### config.mk
export PLATFORM = sky130hd
export DESIGN_NAME = core_mrpnwp_rd_issue
export DESIGN_NICKNAME = d
export VERILOG_FILES = /design/src/rtl/core_mrpnwp_rd_issue.sv
export SDC_FILE = /design/constraint.sdc
export NUM_CORES = 1
export LEC_CHECK = 0
export ABC_AREA = 0
export CAP_MARGIN = 20
export CORE_ASPECT_RATIO = 0.7
export CORE_MARGIN = 5
export CORE_UTILIZATION = 48
export CTS_BUF_LIST = sky130_fd_sc_hd__clkbuf_4 sky130_fd_sc_hd__clkbuf_8
export DETAILED_ROUTE_END_ITERATION = 7
export PLACE_DENSITY_LB_ADDON = 0.2
export SYNTH_ARGS = -nofsm -noshare
export SYNTH_HDL_FRONTEND = slang
export SYNTH_SLANG_ARGS = --single-unit
### constraint.sdc
create_clock -name clk -period 5.4 [get_ports clk]
set_input_delay 0.54 -clock clk [delete_from_list [all_inputs] [get_ports clk]]
set_output_delay 0.54 -clock clk [all_outputs]
set_load 0.02 [all_outputs]
### src/rtl/core_mrpnwp_rd_issue.sv
// core_mrpnwp_rd_issue: registered SRAM read issue with delay-matched return tracking
module core_mrpnwp_rd_issue #(
    parameter int NUMRDPT    = 2,
    parameter int NUMADDR    = 8192,
    parameter int BITADDR    = 13,
    parameter int NUMVBNK    = 8,
    parameter int BITVBNK    = 3,
    parameter int BITVROW    = 10,
    parameter int BITPADR    = 13,
    parameter int SRAM_DELAY = 2,
    parameter int CNTW       = 16
) (
    input  logic                         clk,
    input  logic                         rst,
    input  logic                         ready,
    input  logic [NUMRDPT-1:0]           pread,
    input  logic [NUMRDPT*BITADDR-1:0]   prdadr,
    output logic [NUMRDPT*NUMVBNK-1:0]   t1_readA,
    output logic [NUMRDPT*BITVROW-1:0]   t1_addrA,
    output logic [NUMRDPT-1:0]           vread_vld_bus,
    output logic [NUMRDPT*BITPADR-1:0]   vread_padr_bus,
    output logic [NUMRDPT-1:0]           vread_oor,
    output logic [NUMRDPT*CNTW-1:0]      rd_cnt,
    output logic                         busy
);
    logic [NUMRDPT-1:0]                              acc, oor;
    logic [NUMRDPT-1:0][BITVBNK-1:0]                 bank;
    logic [NUMRDPT-1:0][BITVROW-1:0]                 row;
    logic [NUMRDPT-1:0][NUMVBNK-1:0]                 rd_en_q, rd_en_d;
    logic [NUMRDPT-1:0][BITVROW-1:0]                 rd_row_q, rd_row_d;
    logic [NUMRDPT-1:0]                              iss_vld_q, iss_vld_d, iss_oor_q, iss_oor_d;
    logic [NUMRDPT-1:0][BITPADR-1:0]                 iss_padr_q, iss_padr_d;
    logic [SRAM_DELAY-1:0][NUMRDPT-1:0]              pipe_vld_q, pipe_vld_d, pipe_oor_q, pipe_oor_d;
    logic [SRAM_DELAY-1:0][NUMRDPT-1:0][BITPADR-1:0] pipe_padr_q, pipe_padr_d;
    logic [NUMRDPT-1:0][CNTW-1:0]                    cnt_q, cnt_d;

    genvar g;
    for (g = 0; g < NUMRDPT; g++) begin : g_dec
        logic [BITADDR-1:0] adr;
        assign adr     = prdadr[g*BITADDR +: BITADDR];
        assign bank[g] = adr[BITVBNK-1:0];
        assign row[g]  = adr[BITADDR-1:BITVBNK];
        assign acc[g]  = pread[g] & ready;
        assign oor[g]  = {{(32-BITADDR){1'b0}}, adr} >= NUMADDR;
    end

    // issue stage: one-hot bank enable, row, tracked padr/oor and saturating counters
    always_comb begin
        rd_en_d    = '0;
        rd_row_d   = '0;
        iss_padr_d = '0;
        iss_vld_d  = acc;
        iss_oor_d  = acc & oor;
        cnt_d      = cnt_q;
        for (int i = 0; i < NUMRDPT; i++) begin
            rd_en_d[i]    = (acc[i] && !oor[i]) ? {{(NUMVBNK-1){1'b0}}, 1'b1} << bank[i] : '0;
            rd_row_d[i]   = acc[i] ? row[i] : '0;
            iss_padr_d[i] = acc[i] ? {bank[i], row[i]} : '0;
            cnt_d[i]      = cnt_q[i] + CNTW'(acc[i] && cnt_q[i] != '1);
        end
    end

    // return pipeline: shift issue-stage tracking through the SRAM latency
    always_comb begin
        pipe_vld_d     = pipe_vld_q;
        pipe_oor_d     = pipe_oor_q;
        pipe_padr_d    = pipe_padr_q;
        pipe_vld_d[0]  = iss_vld_q;
        pipe_oor_d[0]  = iss_oor_q;
        pipe_padr_d[0] = iss_padr_q;
        for (int s = 1; s < SRAM_DELAY; s++) begin
            pipe_vld_d[s]  = pipe_vld_q[s-1];
            pipe_oor_d[s]  = pipe_oor_q[s-1];
            pipe_padr_d[s] = pipe_padr_q[s-1];
        end
    end

    // state registers; reset drops every in-flight read
    always_ff @(posedge clk or posedge rst) begin
        if (rst) begin
            rd_en_q     <= '0;
            rd_row_q    <= '0;
            iss_vld_q   <= '0;
            iss_oor_q   <= '0;
            iss_padr_q  <= '0;
            pipe_vld_q  <= '0;
            pipe_oor_q  <= '0;
            pipe_padr_q <= '0;
            cnt_q       <= '0;
        end else begin
            rd_en_q     <= rd_en_d;
            rd_row_q    <= rd_row_d;
            iss_vld_q   <= iss_vld_d;
            iss_oor_q   <= iss_oor_d;
            iss_padr_q  <= iss_padr_d;
            pipe_vld_q  <= pipe_vld_d;
            pipe_oor_q  <= pipe_oor_d;
            pipe_padr_q <= pipe_padr_d;
            cnt_q       <= cnt_d;
        end
    end

    assign t1_readA       = rd_en_q;
    assign t1_addrA       = rd_row_q;
    assign vread_vld_bus  = pipe_vld_q[SRAM_DELAY-1];
    assign vread_oor      = pipe_oor_q[SRAM_DELAY-1];
    assign vread_padr_bus = pipe_padr_q[SRAM_DELAY-1];
    assign rd_cnt         = cnt_q;
    assign busy           = |iss_vld_q || |pipe_vld_q;
endmodule

# Yosys cells after proc, flatten, opt, wreduce, memory -nomap -nowiden
# Index checks and enable logic that the tools add are counted.
# word_totals
ff_bits,152
input_bits,31
out_inout_bits,99
elab_cells,34
# op_classes
add_sub_neg,2
eq_ne,2
shift,2
muxes,6
n_bitwise,2
n_reduce_logical,5
# op_table
operator,count
$add A16 B1 Y16,2
$ne A16 B16 Y1 const B,2
$mux W13,2
$mux W10,2
$mux W8,2
$shl A1 B3 Y8 const A,2
$reduce_or A4 Y1,1
$and A1 B1 Y1,2
$logic_and A1 B1 Y1,2
$reduce_or A2 Y1,1
$logic_or A1 B1 Y1,1

# Longest topological paths before layout
# Gate-level depths: netlist of run 1.
# depth
word_depth,3
mapped_depth,8
depth_no_buf,8

# Least setup slack after synthesis of run 1
# Ideal clock, no wire load.
# synth_path
kind,reg-to-reg
from,register cnt_q (netlist bit rd_cnt[10])
to,register cnt_q (netlist bit rd_cnt[11])
setup_ns,0.129
arrival_ns,1.853
required_ns,5.271
slack_ns,3.418
path_stages_with_launch,9
path_buffers,0
synth_period_minus_slack_ns,1.982
cell_sequence,dfrtp_1 and4_1 and4_1 a31oi_1 ha_1 nand2_1 nor3_2 nand4_1 xnor2_1
# synth_rtl
item,line_no,source
start: declaration,35,"logic [NUMRDPT-1:0][CNTW-1:0] cnt_q, cnt_d;"
start signal: assignment,99,cnt_q <= cnt_d;

==> out/metrics.csv, run 1 <==
metric,value,unit
outcome,"complete, no violations",
Initial Utilization,48.8,%
M3 GR Usage,5.09,%
Setup crit start,ready,
area delta synth->final,38.3,%
most used routing layer,met2,
Site Rows,29,
initial antenna violation count,0,
sequential share of power,50.1,%
drt initial violations,151,
Bufs on Longest Clock Path,2,
die width,125,um
Mapped Cells,301,
sequential area share after synthesis,74.9,%
Pwr Density,370,nW/um2
final worst path period share,48.4,%
RSZ-0062 raised after global routing,no,
"commonest non-fill, non-tap cell in the layout",dfrtp_1,
"most used cell, CP",ha_1,
ys flop type,dfrtp_1,
skew final,6.74,ps
CTS root buffer,clkbuf_8,
fmax,382,MHz
Setup Total Neg Slack,0,ps
number of synthesized flops with an enable pin,0,
register area,3300,um2
critical path launch point type,input pin,
drt pass-1 iters,4,
hold wc startpoint,pipe_padr_d[33]$_DFF_PP0_,
GRT Overall Usage,16.8,%
first-pass GRT wire length,14.5,mm
internal power,1.64,mW
Sw Share,27.3,%
Max Cap Violations,0,
die area,11200,um2
Final Util,67.6,%
r2r startpoint,rd_cnt[9]$_DFF_PP0_,
CTS tree,done,
via count,2612,
Syn. warnings,0,
clk_lat worst skew,420,ps
leakage power,2.91,nW
"Cell Chain, Critical Path",clkdlybuf4s50_1 -> nand2_1 -> a31oi_1 -> ha_1 -> ha_1 -> and3_1 -> nor3b_1 -> xor2_1,
routing usage on met1,22.3,%
clock-pin slew on the worst setup and hold paths,80,ps
Ports,130,
Filler Cell Count,641,
clock buffer count from CTS,17,
Peak VDD IR,0.000204,V
CTS Sinks,132,
Clk pwr share,36.3,%
Reg-to-Reg End,rd_cnt[11]$_DFF_PP0_,
async set or reset register ratio after synthesis,100,%
# H-tree levels,4,
switching power,0.617,mW
global route overflow,0,
Port-buffer cells,127,
n_diodes,0,
pin count of the biggest net entering global routing,88,
hold depth,0,
Hold Path Class,register to register,
hold_ws,351,ps
setup violators final,0,
CP arrival,2970,ps
Critical Path Fanout Max,26,
most frequent cells in the layout,"dfrtp_1, clkdlybuf4s50_1, and3_1",
Routed wire per std cell,15.7,um
CP max-delay cell,clkdlybuf4s50_1,
Post-DRT Antenna Nets,0,
final hold violation count,0,
CP max stage delay,910,ps
Worst EP required,5750,ps
via/cell ratio,4.66,
cell count of the worst reg-to-reg path,8,
Seq cells post-synth,132,
Crit path max-delay family,buffers and inverters,
crit end category,register,
internal reg-to-reg setup slack,3270,ps
PostCTS Resize Cnt,0,
synth unique cells,24,
DP Wirelength,6.22,mm
Mean Syn Cell Area,14.7,um2
multi-input combinational cell area,911,um2
hold worst-path end,vread_padr_bus[7]$_DFF_PP0_,
postcts setup bufs,0,
"Power, Total",2.26,mW
Worst-Margin Slew,681,ps
Crit Path Category,input pin to register,
vias in the first global route,2692,
fin worst setup slack,2790,ps
Core Box Area,9030,um2
Netlist Area Pre-Place,4410,um2
CP bufs+invs,1,
Max-Slew Margin vs Limit,54.5,%
Final min period,2610,ps
Routed Wire Length,8.80,mm
DRC violations left,0,
Total Nets Final,461,
Comb pwr share,13.6,%
pre-CTS setup slack,2310,ps
share of cells above drive strength 1,9.38,%
Placer Congestion,0.813,
M2 GR Usage,25.9,%
CTS Hold Bufs,0,
Die Y,90.2,um
Pins Over Slew Limit,0,
-- power by group through the flow --
stage	logic (mW)	registers [mW]	clock network, mW
6_report	0.308	1.13	0.820
5_1_grt	0.330	1.14	0.891
4_1_cts	0.311	1.13	0.842
3_5_place_dp	0.309	1.15	0
3_3_place_gp	0.306	1.15	0
2_1_floorplan	0.0889	1.20	0
-- registers in the layout (all words and copies together) (netlist names) --
signal,flops
iss_vld_q,2
iss_padr_q,26
pipe_vld_d,2
vread_padr_bus,26
t1_readA,16
rd_cnt,32
vread_vld_bus,2
pipe_padr_d,26
-- cell type report --
class                      instances  area share, %
timing repair buffer             129           21.4
multi-input combinational        138           14.9
clock buffer                      19           4.18
clock inverter                    13           2.44
sequential                       132           54.1
tap                              124           2.54
inverter                           6          0.410
-- logic make-up (layout without fill, tap and decap cells) --
logic type      after synthesis  after routing  share of synthesized area, %
compound gates                2              2                         0.283
xor+xnor                     28             28                          5.56
fa+ha+maj                     6              6                          1.70
buf+inv                      32            167                          4.59
flops                       132            132                          74.9
other cells                   1              2                        0.0850
simple gates                100            100                          12.9
-- metal layers --
layer	vias to the layer above	wire length (um)	share of wire, %
li1	1229	-	-
met1	1300	4030	46
met2	74	4250	48
met3	9	434	4.9
met4	0	83	0.94
met5	-	0	0
-- worst max-delay path by stage --
stage | to | cells past startpoint
3_5_place_dp | rd_cnt[26]$_DFF_PP0_ | 8
6_report | rd_cnt[26]$_DFF_PP0_ | 8
3_3_place_gp | rd_cnt[26]$_DFF_PP0_ | 8
2_1_floorplan | iss_padr_q[0]$_DFF_PP0_ | 1
4_1_cts | rd_cnt[26]$_DFF_PP0_ | 8
5_1_grt | rd_cnt[28]$_DFF_PP0_ | 8
-- synth_stat cells (4+ instances only) --
cell type | instances | area share (%)
nor2_1 | 14 | 1.2
nand2b_1 | 4 | 0.57
buf_4 | 22 | 3.7
xnor2_1 | 18 | 3.6
nand2_1 | 14 | 1.2
nand4_1 | 6 | 0.85
dfrtp_1 | 132 | 75
ha_1 | 6 | 1.7
inv_1 | 6 | 0.51
clkbuf_1 | 4 | 0.34
nand3_1 | 13 | 1.5
xor2_1 | 10 | 2.0
and3_1 | 27 | 3.8
nor3_1 | 9 | 1.0
-- stage by stage --
stage	cells	cell area (um2)
after CTS	560	6080
after detailed placement	528	5670
after global routing	561	6100
after global placement	528	5670
after floorplan	302	4420
final	561	6100
Note: power is estimated with default switching activity, not from simulation.
==> run 2, diff against run 1 <==
Clock period 5.4 ns to 2.7 ns, I/O delays scaled along.
==> run 2 against run 1 <==
  * Design area increased by 0.92%
  * Final cell count increased by 0.89%
  * Sequential cell count unchanged
  * Via count about the same
  * Hold slack got worse by 26 ps
  * Critical endpoint is now rd_cnt[11]$_DFF_PP0_
  * Power increased by 100%
  * Worst setup slack got worse by 2100 ps
  * Sequential power increased by 100%
  * Highest routed layer unchanged
  * Utilization increased by 0.62 points
==> out/metrics.csv, run 2 (synthesis gave the netlist of run 1 again) <==
metric,value,unit
Final min period,2060,ps
Max-Slew Margin vs Limit,49.7,%
Setup crit start,rd_cnt[9]$_DFF_PP0_,
final worst path period share,76.4,%
Bufs on Longest Clock Path,2,
Ports,130,
r2r startpoint,rd_cnt[9]$_DFF_PP0_,
CTS root buffer,clkbuf_8,
CTS tree,done,
Pins Over Slew Limit,0,
Hold Path Class,input pin to asynchronous set/reset pin,
"most used cell, CP",and4_1,
first-pass GRT wire length,14.7,mm
Routed wire per std cell,15.5,um
RSZ-0062 raised after global routing,no,
"Cell Chain, Critical Path",and4_1 -> and4_1 -> a31oi_1 -> ha_1 -> nand2_1 -> nor3_2 -> nand4_1 -> xnor2_1,
DP Wirelength,6.20,mm
Total Nets Final,466,
design area,6160,um2
pre-CTS setup slack,379,ps
crit end category,register,
Critical Path Fanout Max,5,
via/cell ratio,4.62,
via count,2614,
GRT Overall Usage,16.8,%
outcome,"complete, no violations",
CP arrival,2370,ps
PostCTS Resize Cnt,0,
Routed Wire Length,8.78,mm
Die Y,90.2,um
Pwr Density,737,nW/um2
Placer Congestion,0.784,
pin count of the biggest net entering global routing,42,
CTS Sinks,132,
Worst EP required,3010,ps
CP max stage delay,440,ps
clk_lat worst skew,420,ps
final hold violation count,0,
Initial Utilization,48.8,%
initial antenna violation count,0,
fmax,485,MHz
"commonest non-fill, non-tap cell in the layout",dfrtp_1,
clock-pin slew on the worst setup and hold paths,80,ps
clock buffer count from CTS,17,
max reg flops,32,
Core Box Area,9030,um2
postcts setup bufs,0,
area delta synth->final,39.6,%
CTS Hold Bufs,0,
# H-tree levels,4,
drt pass-1 iters,4,
Crit Path Category,register to register,
skew final,8.71,ps
Setup Total Neg Slack,0,ps
Post-DP Area,5760,um2
global route overflow,0,
Site Rows,29,
hold_ws,325,ps
Port-buffer cells,127,
Max Cap Violations,0,
CP max-delay cell,dfrtp_1,
most frequent cells in the layout,"dfrtp_1, clkdlybuf4s50_1, and3_1",
die area,11200,um2
setup violators final,0,
drt initial violations,170,
die width,125,um
Peak VDD IR,0.000513,V
vias in the first global route,2824,
share of cells above drive strength 1,10.4,%
n_diodes,0,
critical path launch point type,register,
DRC violations left,0,
Worst-Margin Slew,752,ps
fin worst setup slack,636,ps
Post-DRT Antenna Nets,0,
leakage power,2.95,nW
Filler Cell Count,624,
==> run 2: final cells by class <==
cell class / count / area [um2] / share of cell area [%]
well taps: 124 / 155 / 2.52
clock buffers: 17 / 234 / 3.80
inverters: 6 / 26.3 / 0.426
clock inverters: 15 / 170 / 2.76
repair buffers: 134 / 1360 / 22.1
multi-input cells: 138 / 911 / 14.8
flip-flops and latches: 132 / 3300 / 53.6
==> run 2: power by group <==
group	leakage [nW]	internal, mW	switching, mW	total, mW
registers	1.78	2.11	0.144	2.26
logic	0.966	0.309	0.318	0.627
clock network	0.206	0.848	0.810	1.66
==> run 2: critical path: cells and delay by family, from the launching register on <==
kind                       cells  cell delay, ps
adders and majority gates      1             240
xor gates and xnor gates       1             140
AOI/OAI and AO/OA              1             140
DFF                            1             440
and+or+nand+nor                5            1010
==> run 2: per-layer routing <==
metal / global-route usage [%] / routed length, um
met5: 0 / 0
met4: 6.30 / 131
met1: 23.1 / 4120
met2: 25.0 / 4020
met3: 5.69 / 503
==> run 2: worst paths after layout <==
kind                                                end  slack [ps]  cells after the start
setup / recovery                   rd_cnt[11]$_DFF_PP0_         640                      8
hold / removal                pipe_padr_d[30]$_DFF_PP0_         320                      2
setup reg to reg                   rd_cnt[11]$_DFF_PP0_         640                      8
hold reg to reg            vread_padr_bus[14]$_DFF_PP0_         350                      0
max in group asynchronous  vread_padr_bus[25]$_DFF_PP0_        1730                      3
min in group clk           vread_padr_bus[14]$_DFF_PP0_         350                      0
==> run 2: per-stage QoR <==
step	std cells	total power, mW	util (%)
floorplan	302	2.58	-
global placement	534	2.92	63.7
detailed placement	534	2.93	63.7
CTS	566	4.60	68.2
global route	566	4.76	68.2
finish	566	4.54	68.2
==> run 3, diff against run 2 <==
Clock period 2.7 ns to 2.05 ns, I/O delays scaled along.
==> run 3 against run 2 <==
  * Wire length increased by 2.0%
  * Non-clock buffer count up 10
  * Global-route usage hardly changed
  * Hold slack improved by 25 ps
  * Sequential power is 31% higher
  * Worst setup slack got worse by 510 ps
  * Sequential share of layout area fell by 0.67 points
  * Design area increased by 1.3%
  * Register-to-register slack got worse by 510 ps
  * Critical path depth stayed put
  * Critical path type unchanged
  * Highest routed layer unchanged
==> out/metrics.csv, run 3 (synthesis gave the netlist of run 1 again) <==
metric,value,unit
outcome,"complete, no violations",
pre-CTS setup slack,-44.5,ps
Final min period,1920,ps
Critical Path Fanout Max,5,
vias in the first global route,2839,
internal power,4.35,mW
Bufs on Longest Clock Path,2,
CTS tree,done,
global route overflow,0,
critical path launch point type,register,
Port-buffer cells,127,
drt pass-1 iters,4,
die area,11200,um2
crit end category,register,
die width,125,um
setup violators final,0,
area delta synth->final,41.4,%
fin worst setup slack,127,ps
DP Cell Count,544,
CP max-delay cell,dfrtp_1,
leakage power,3.00,nW
Hold Path Class,input pin to asynchronous set/reset pin,
Clk pwr share,35.8,%
most frequent cells in the layout,"dfrtp_1, clkdlybuf4s50_1, and3_1",
first-pass GRT wire length,14.9,mm
CP max stage delay,450,ps
share of cells above drive strength 1,14.2,%
Routed wire per std cell,15.5,um
Core Box Area,9030,um2
sequential share of power,49.0,%
Max-Slew Margin vs Limit,56.3,%
fin cells,576,
Comb pwr share,15.2,%
Crit Path Category,register to register,
# H-tree levels,4,
drt initial violations,135,
postcts setup bufs,0,
r2r startpoint,rd_cnt[22]$_DFF_PP0_,
Worst-Margin Slew,655,ps
CTS root buffer,clkbuf_8,
via count,2693,
Crit path max-delay family,simple AND/OR/NAND/NOR gates,
Routed Wire Length,8.95,mm
clk_lat worst skew,420,ps
Peak VDD IR,0.000626,V
fmax,520,MHz
CP bufs+invs,0,
Pins Over Slew Limit,0,
"commonest non-fill, non-tap cell in the layout",dfrtp_1,
Ports,130,
Die Y,90.2,um
Initial Utilization,48.8,%
CTS Sinks,132,
max reg flops,32,
CP arrival,2230,ps
DRC violations left,0,
n_diodes,0,
DP Wirelength,6.28,mm
initial antenna violation count,0,
RSZ-0062 raised after global routing,no,
GRT Overall Usage,16.8,%
Pwr Density,963,nW/um2
final hold violation count,0,
CTS Hold Bufs,0,
switching power,1.65,mW
Site Rows,29,
Placer Congestion,0.787,
pin count of the biggest net entering global routing,133,
"Cell Chain, Critical Path",nand4_4 -> nor2_2 -> a31oi_1 -> ha_2 -> ha_1 -> and3_1 -> nor3b_2 -> xor2_1,
Sw Share,27.5,%
Max Cap Violations,0,
Worst EP required,2360,ps
Post-DRT Antenna Nets,0,
Total Nets Final,476,
skew final,6.67,ps
Setup Total Neg Slack,0,ps
clock buffer count from CTS,17,
via/cell ratio,4.68,
Setup crit start,rd_cnt[22]$_DFF_PP0_,
final worst path period share,93.8,%
clock-pin slew on the worst setup and hold paths,80,ps
==> run 3: changes by cell type in the layout (fill, tap and decap cells not counted), sizes merged <==
| cell | previous run | this run |
|---|---|---|
| buf | 7 | 17 |
| inv | 12 | 9 |
| clkbuf | 17 | 18 |
| clkdlybuf4s50 | 127 | 126 |
| clkinv | 5 | 6 |
| clkinvlp | 2 | 3 |
| dlymetal6s2s | 0 | 1 |
==> run 3: metrics by stage <==
step	hold WS, ps	utilization [%]	area, um2	total power, mW
after floorplan	276	-	4420	3.39
after global placement	331	64.3	5810	3.89
after detailed placement	335	64.3	5810	3.91
after CTS	351	68.7	6210	6.06
after global routing	346	69.0	6240	6.28
final	350	69.0	6240	6.01
==> run 3: cell type report <==
cell class / instances / area, um2
fill: 652 / 2800
clock inverter: 14 / 151
multi-input combinational: 138 / 941
clock buffer: 18 / 248
inverter: 6 / 26.3
timing repair buffer: 144 / 1410
tap: 124 / 155
sequential: 132 / 3300
==> run 3: worst min-delay path: stages <==
cell             delay, ps
clkdlybuf4s50_1        440
clkinvlp_4             100
buf_12                 510
==> run 3: per-layer routing <==
metal	share of wire [%]	wire length (um)	track usage, %	up-vias
met5	0	0	0	-
met4	0.59	53	5.75	0
met3	6.3	564	6.58	4
met2	49	4360	25.1	88
met1	44	3980	22.6	1350
li1	-	-	-	1251
==> run 3: repair_timing <==
action | CTS | global route
endpoints found under the hold margin | 0 | 0
setup endpoints to repair | 0 | 11
resized for setup | 0 | 10
==> run 3: power by group through the flow <==
stage	Combinational [mW]	Clock [mW]	Sequential (mW)
3_5_place_dp	0.917	0	3.00
4_1_cts	0.922	2.19	2.95
5_1_grt	0.984	2.32	2.97
3_3_place_gp	0.900	0	2.99
6_report	0.912	2.15	2.95
2_1_floorplan	0.235	0	3.16
==> run 3: final timing paths <==
| check | to | slack [ps] | depth (start not counted) |
|---|---|---|---|
| worst max-delay path | rd_cnt[26]$_DFF_PP0_ | 130 | 8 |
| worst min-delay path | pipe_padr_d[48]$_DFF_PP0_ | 350 | 3 |
| worst max register to register | rd_cnt[26]$_DFF_PP0_ | 130 | 8 |
| worst min register to register | vread_padr_bus[1]$_DFF_PP0_ | 350 | 0 |
| max in group asynchronous | t1_readA[13]$_DFF_PP0_ | 1240 | 3 |
| min in group clk | vread_padr_bus[1]$_DFF_PP0_ | 350 | 0 |
==> RTL edit: new RTL, settings of run 1 <==
Change the parameter `NUMRDPT` from 2 to 1.
--- a/src/rtl/core_mrpnwp_rd_issue.sv
+++ b/src/rtl/core_mrpnwp_rd_issue.sv
@@ -1,5 +1,5 @@
 // core_mrpnwp_rd_issue: registered SRAM read issue with delay-matched return tracking
 module core_mrpnwp_rd_issue #(
-    parameter int NUMRDPT    = 2,
+    parameter int NUMRDPT    = 1,
     parameter int NUMADDR    = 8192,
     parameter int BITADDR    = 13,
Ports: changed (8 resized); port bits go from 130 to 67. The function was not compared with the original's and may differ.
==> RTL edit against run 1 <==
- sequential cell count down 66
- clock skew about the same
- synthesized area is 49% lower
- power down 53%
- critical path depth decreased by 1
- worst setup slack improved by 0.12 ns
- routed wire length down 52%
- design area is 50% lower
- critical endpoint is now rd_cnt[15]
==> RTL edit: results (changes against run 1) <==
layout:
  final_net_count: 239  # -48%
  fillers: 322  # -50%
  final_cell_count_no_fill: 279  # -50%
  drive_gt1_frac: 0.0982  # +0.00439
  antenna_cells: 0  # unchanged
  largest_register_ff_count: 16  # -50%
clock_network:
  clock_path_buffers: 2  # unchanged
  worst_skew_pair.late_latency_ns: 0.32  # -0.10 ns
  cts-htree-levels: 3  # -1
  cts.root.buffer_cell: "clkbuf_8"
  count_of_hold_buffers_inserted_by_post_cts_repair: 0  # unchanged
  cts_made_buffers: 9  # -8
  post-cts-setup-buffers: 0  # unchanged
  cts.repair.resized: 0  # unchanged
  clkSlewWorstSetupHoldPaths_ns: 0.06  # -0.02 ns
timing:
  fin_hold_ws_ns: 0.348  # -0.00293 ns
  clock-skew-final_ns: 0.00633  # -0.000414 ns
  timing_worst_slew_pin_value_ns: 0.791  # +0.110 ns
  fin_tns_setup_ns: 0  # unchanged
setup_path:
  critPathLaunch: "ready"
  r2r-start: "rd_cnt[9]"
  reg2regPathDepth: 8  # unchanged
  endpoint_kind: "flop"
  critPathMaxFanout: 14  # -46%
  reg2reg_setup_slack_ns: 3.19  # -0.08 ns
  r2r_end: "rd_cnt[12]"
  arrival_time_at_the_worst_endpoint_ns: 2.74  # -0.23 ns
synth:
  synth_fp_nets: 175
  synth-seq-area-share: 0.738  # -0.0103
  synth_adder_area_share: 0.0168  # -0.000233
  synth_async_sr_flop_share: 1.00  # unchanged
  postSynthCellCount: 155  # -49%
  ys_types: 20  # -17%
  area_fraction_in_compound_gates_after_synthesis: 0.00224  # -0.000598
  netlist_top_cells_area: "dfrtp_1 74%, xor2_1 3.9%, buf_4 3.7%"
  synth_commonest_cells: "66 x dfrtp_1, 12 x and3_1, 11 x buf_4, 10 x xor2_1, 8 x nor3_1"
  ys.warnings.count: 0  # unchanged
  synth_mux_area_frac: 0  # unchanged
  synthXorXnorAreaFrac: 0.0548  # -0.000761
worst_hold_path:
  timing.hold.worst_path_depth: 0  # unchanged
  hold_path_end: "pipe_padr_d[23]"
  start_point_of_the_worst_min_delay_path: "iss_padr_q[10]"
  timing.hold.worst.class: "flop to flop"
grt:
  gr-usage-all-layers: 0.156  # -0.0124
  maximum_number_of_pins_on_one_net_before_global_route_repair: 67  # -24%
  first_pass_grt_wire_length_mm: 7.06  # -51%
  globalRoute.totalOverflow: 0  # unchanged
  grt_pass1_vias: 1430  # -47%
  initial_antenna_violation_count: 0  # unchanged
placed_design:
  place.port_buffers: 65  # -49%
  number_of_placed_instances_with_taps_included: 263  # -50%
  dp.final_hpwl_mm: 3.01  # -52%
  final_wtd_congestion: 0.777  # -4.4%
outcome:
  outcome: "finished clean"
detailed_routing:
  dr_total_vias: 1344  # -49%
  drt-total-wl_mm: 4.26  # -52%
  dr.first_iter.drc_count: 48  # -68%
  drt_pass1_iterations: 4  # unchanged
pwr:
  cellLeakagePower_nw: 1.49  # -49%
  vdd_drop_max_mv: 0.193  # -5.5%
==> RTL edit: cell types whose count changed after synthesis, sizes merged, moves of 7 or more <==
cell   change
xnor2     -14
dfrtp     -66
nand3      -7
nand2      -9
nor2       -8
buf       -11
and3      -15
==> RTL edit: logic make-up after synthesis <==
kind of cell               Yosys count
other                                1
xor gates and xnor gates            14
buffers and inverters               19
and+or+nand+nor                     51
DFF                                 66
AOI/OAI and AO/OA                    1
adders and majority gates            3
==> RTL edit: cell type report <==
| type | instances | area share |
|---|---|---|
| Sequential cell | 66 | 0.543 |
| Timing Repair Buffer | 66 | 0.216 |
| Clock inverter | 5 | 0.0103 |
| Multi-Input combinational cell | 70 | 0.155 |
| Clock buffer | 11 | 0.0456 |
| Tap cell | 55 | 0.0226 |
| Inverter | 6 | 0.00740 |
==> RTL edit: power breakdown <==
group / switching (mW) / internal, mW
Clock: 0.167 / 0.175
Combinational: 0.0811 / 0.0762
Sequential: 0.0415 / 0.529
==> RTL edit: how the worst max path moves through the flow <==
stage,cells past startpoint,endpoint
after floorplan,1,iss_padr_q[0]
after global placement,8,rd_cnt[12]
after detailed placement,7,rd_cnt[15]
after CTS,7,rd_cnt[15]
after global routing,7,rd_cnt[15]
final,7,rd_cnt[15]
==> RTL edit: through the flow <==
stage                     setup slack (ns)  instance area, µm²  total power, mW
final                                 2.90                3040             1.07
after global routing                  2.67                3040             1.12
after CTS                             2.96                3040             1.08
after detailed placement              2.63                2870            0.738
after global placement                2.78                2870            0.730
after floorplan                       3.21                2240            0.649
==> RTL edit: critical path, cell delays in order <==
cell and delay (ns):
clkdlybuf4s50_1 0.70, nand2_1 0.24, a21oi_1 0.18, ha_1 0.25
nand4_1 0.35, nor4_2 0.30, xor2_1 0.18
==> RTL edit: metal layers <==
metal  track usage  vias up  wire length [µm]
met5             0        -                 0
met4        0.0789        0                53
met3        0.0734        6               396
met2         0.250       54              2030
met1         0.177      655              1790
li1              -      629                 -
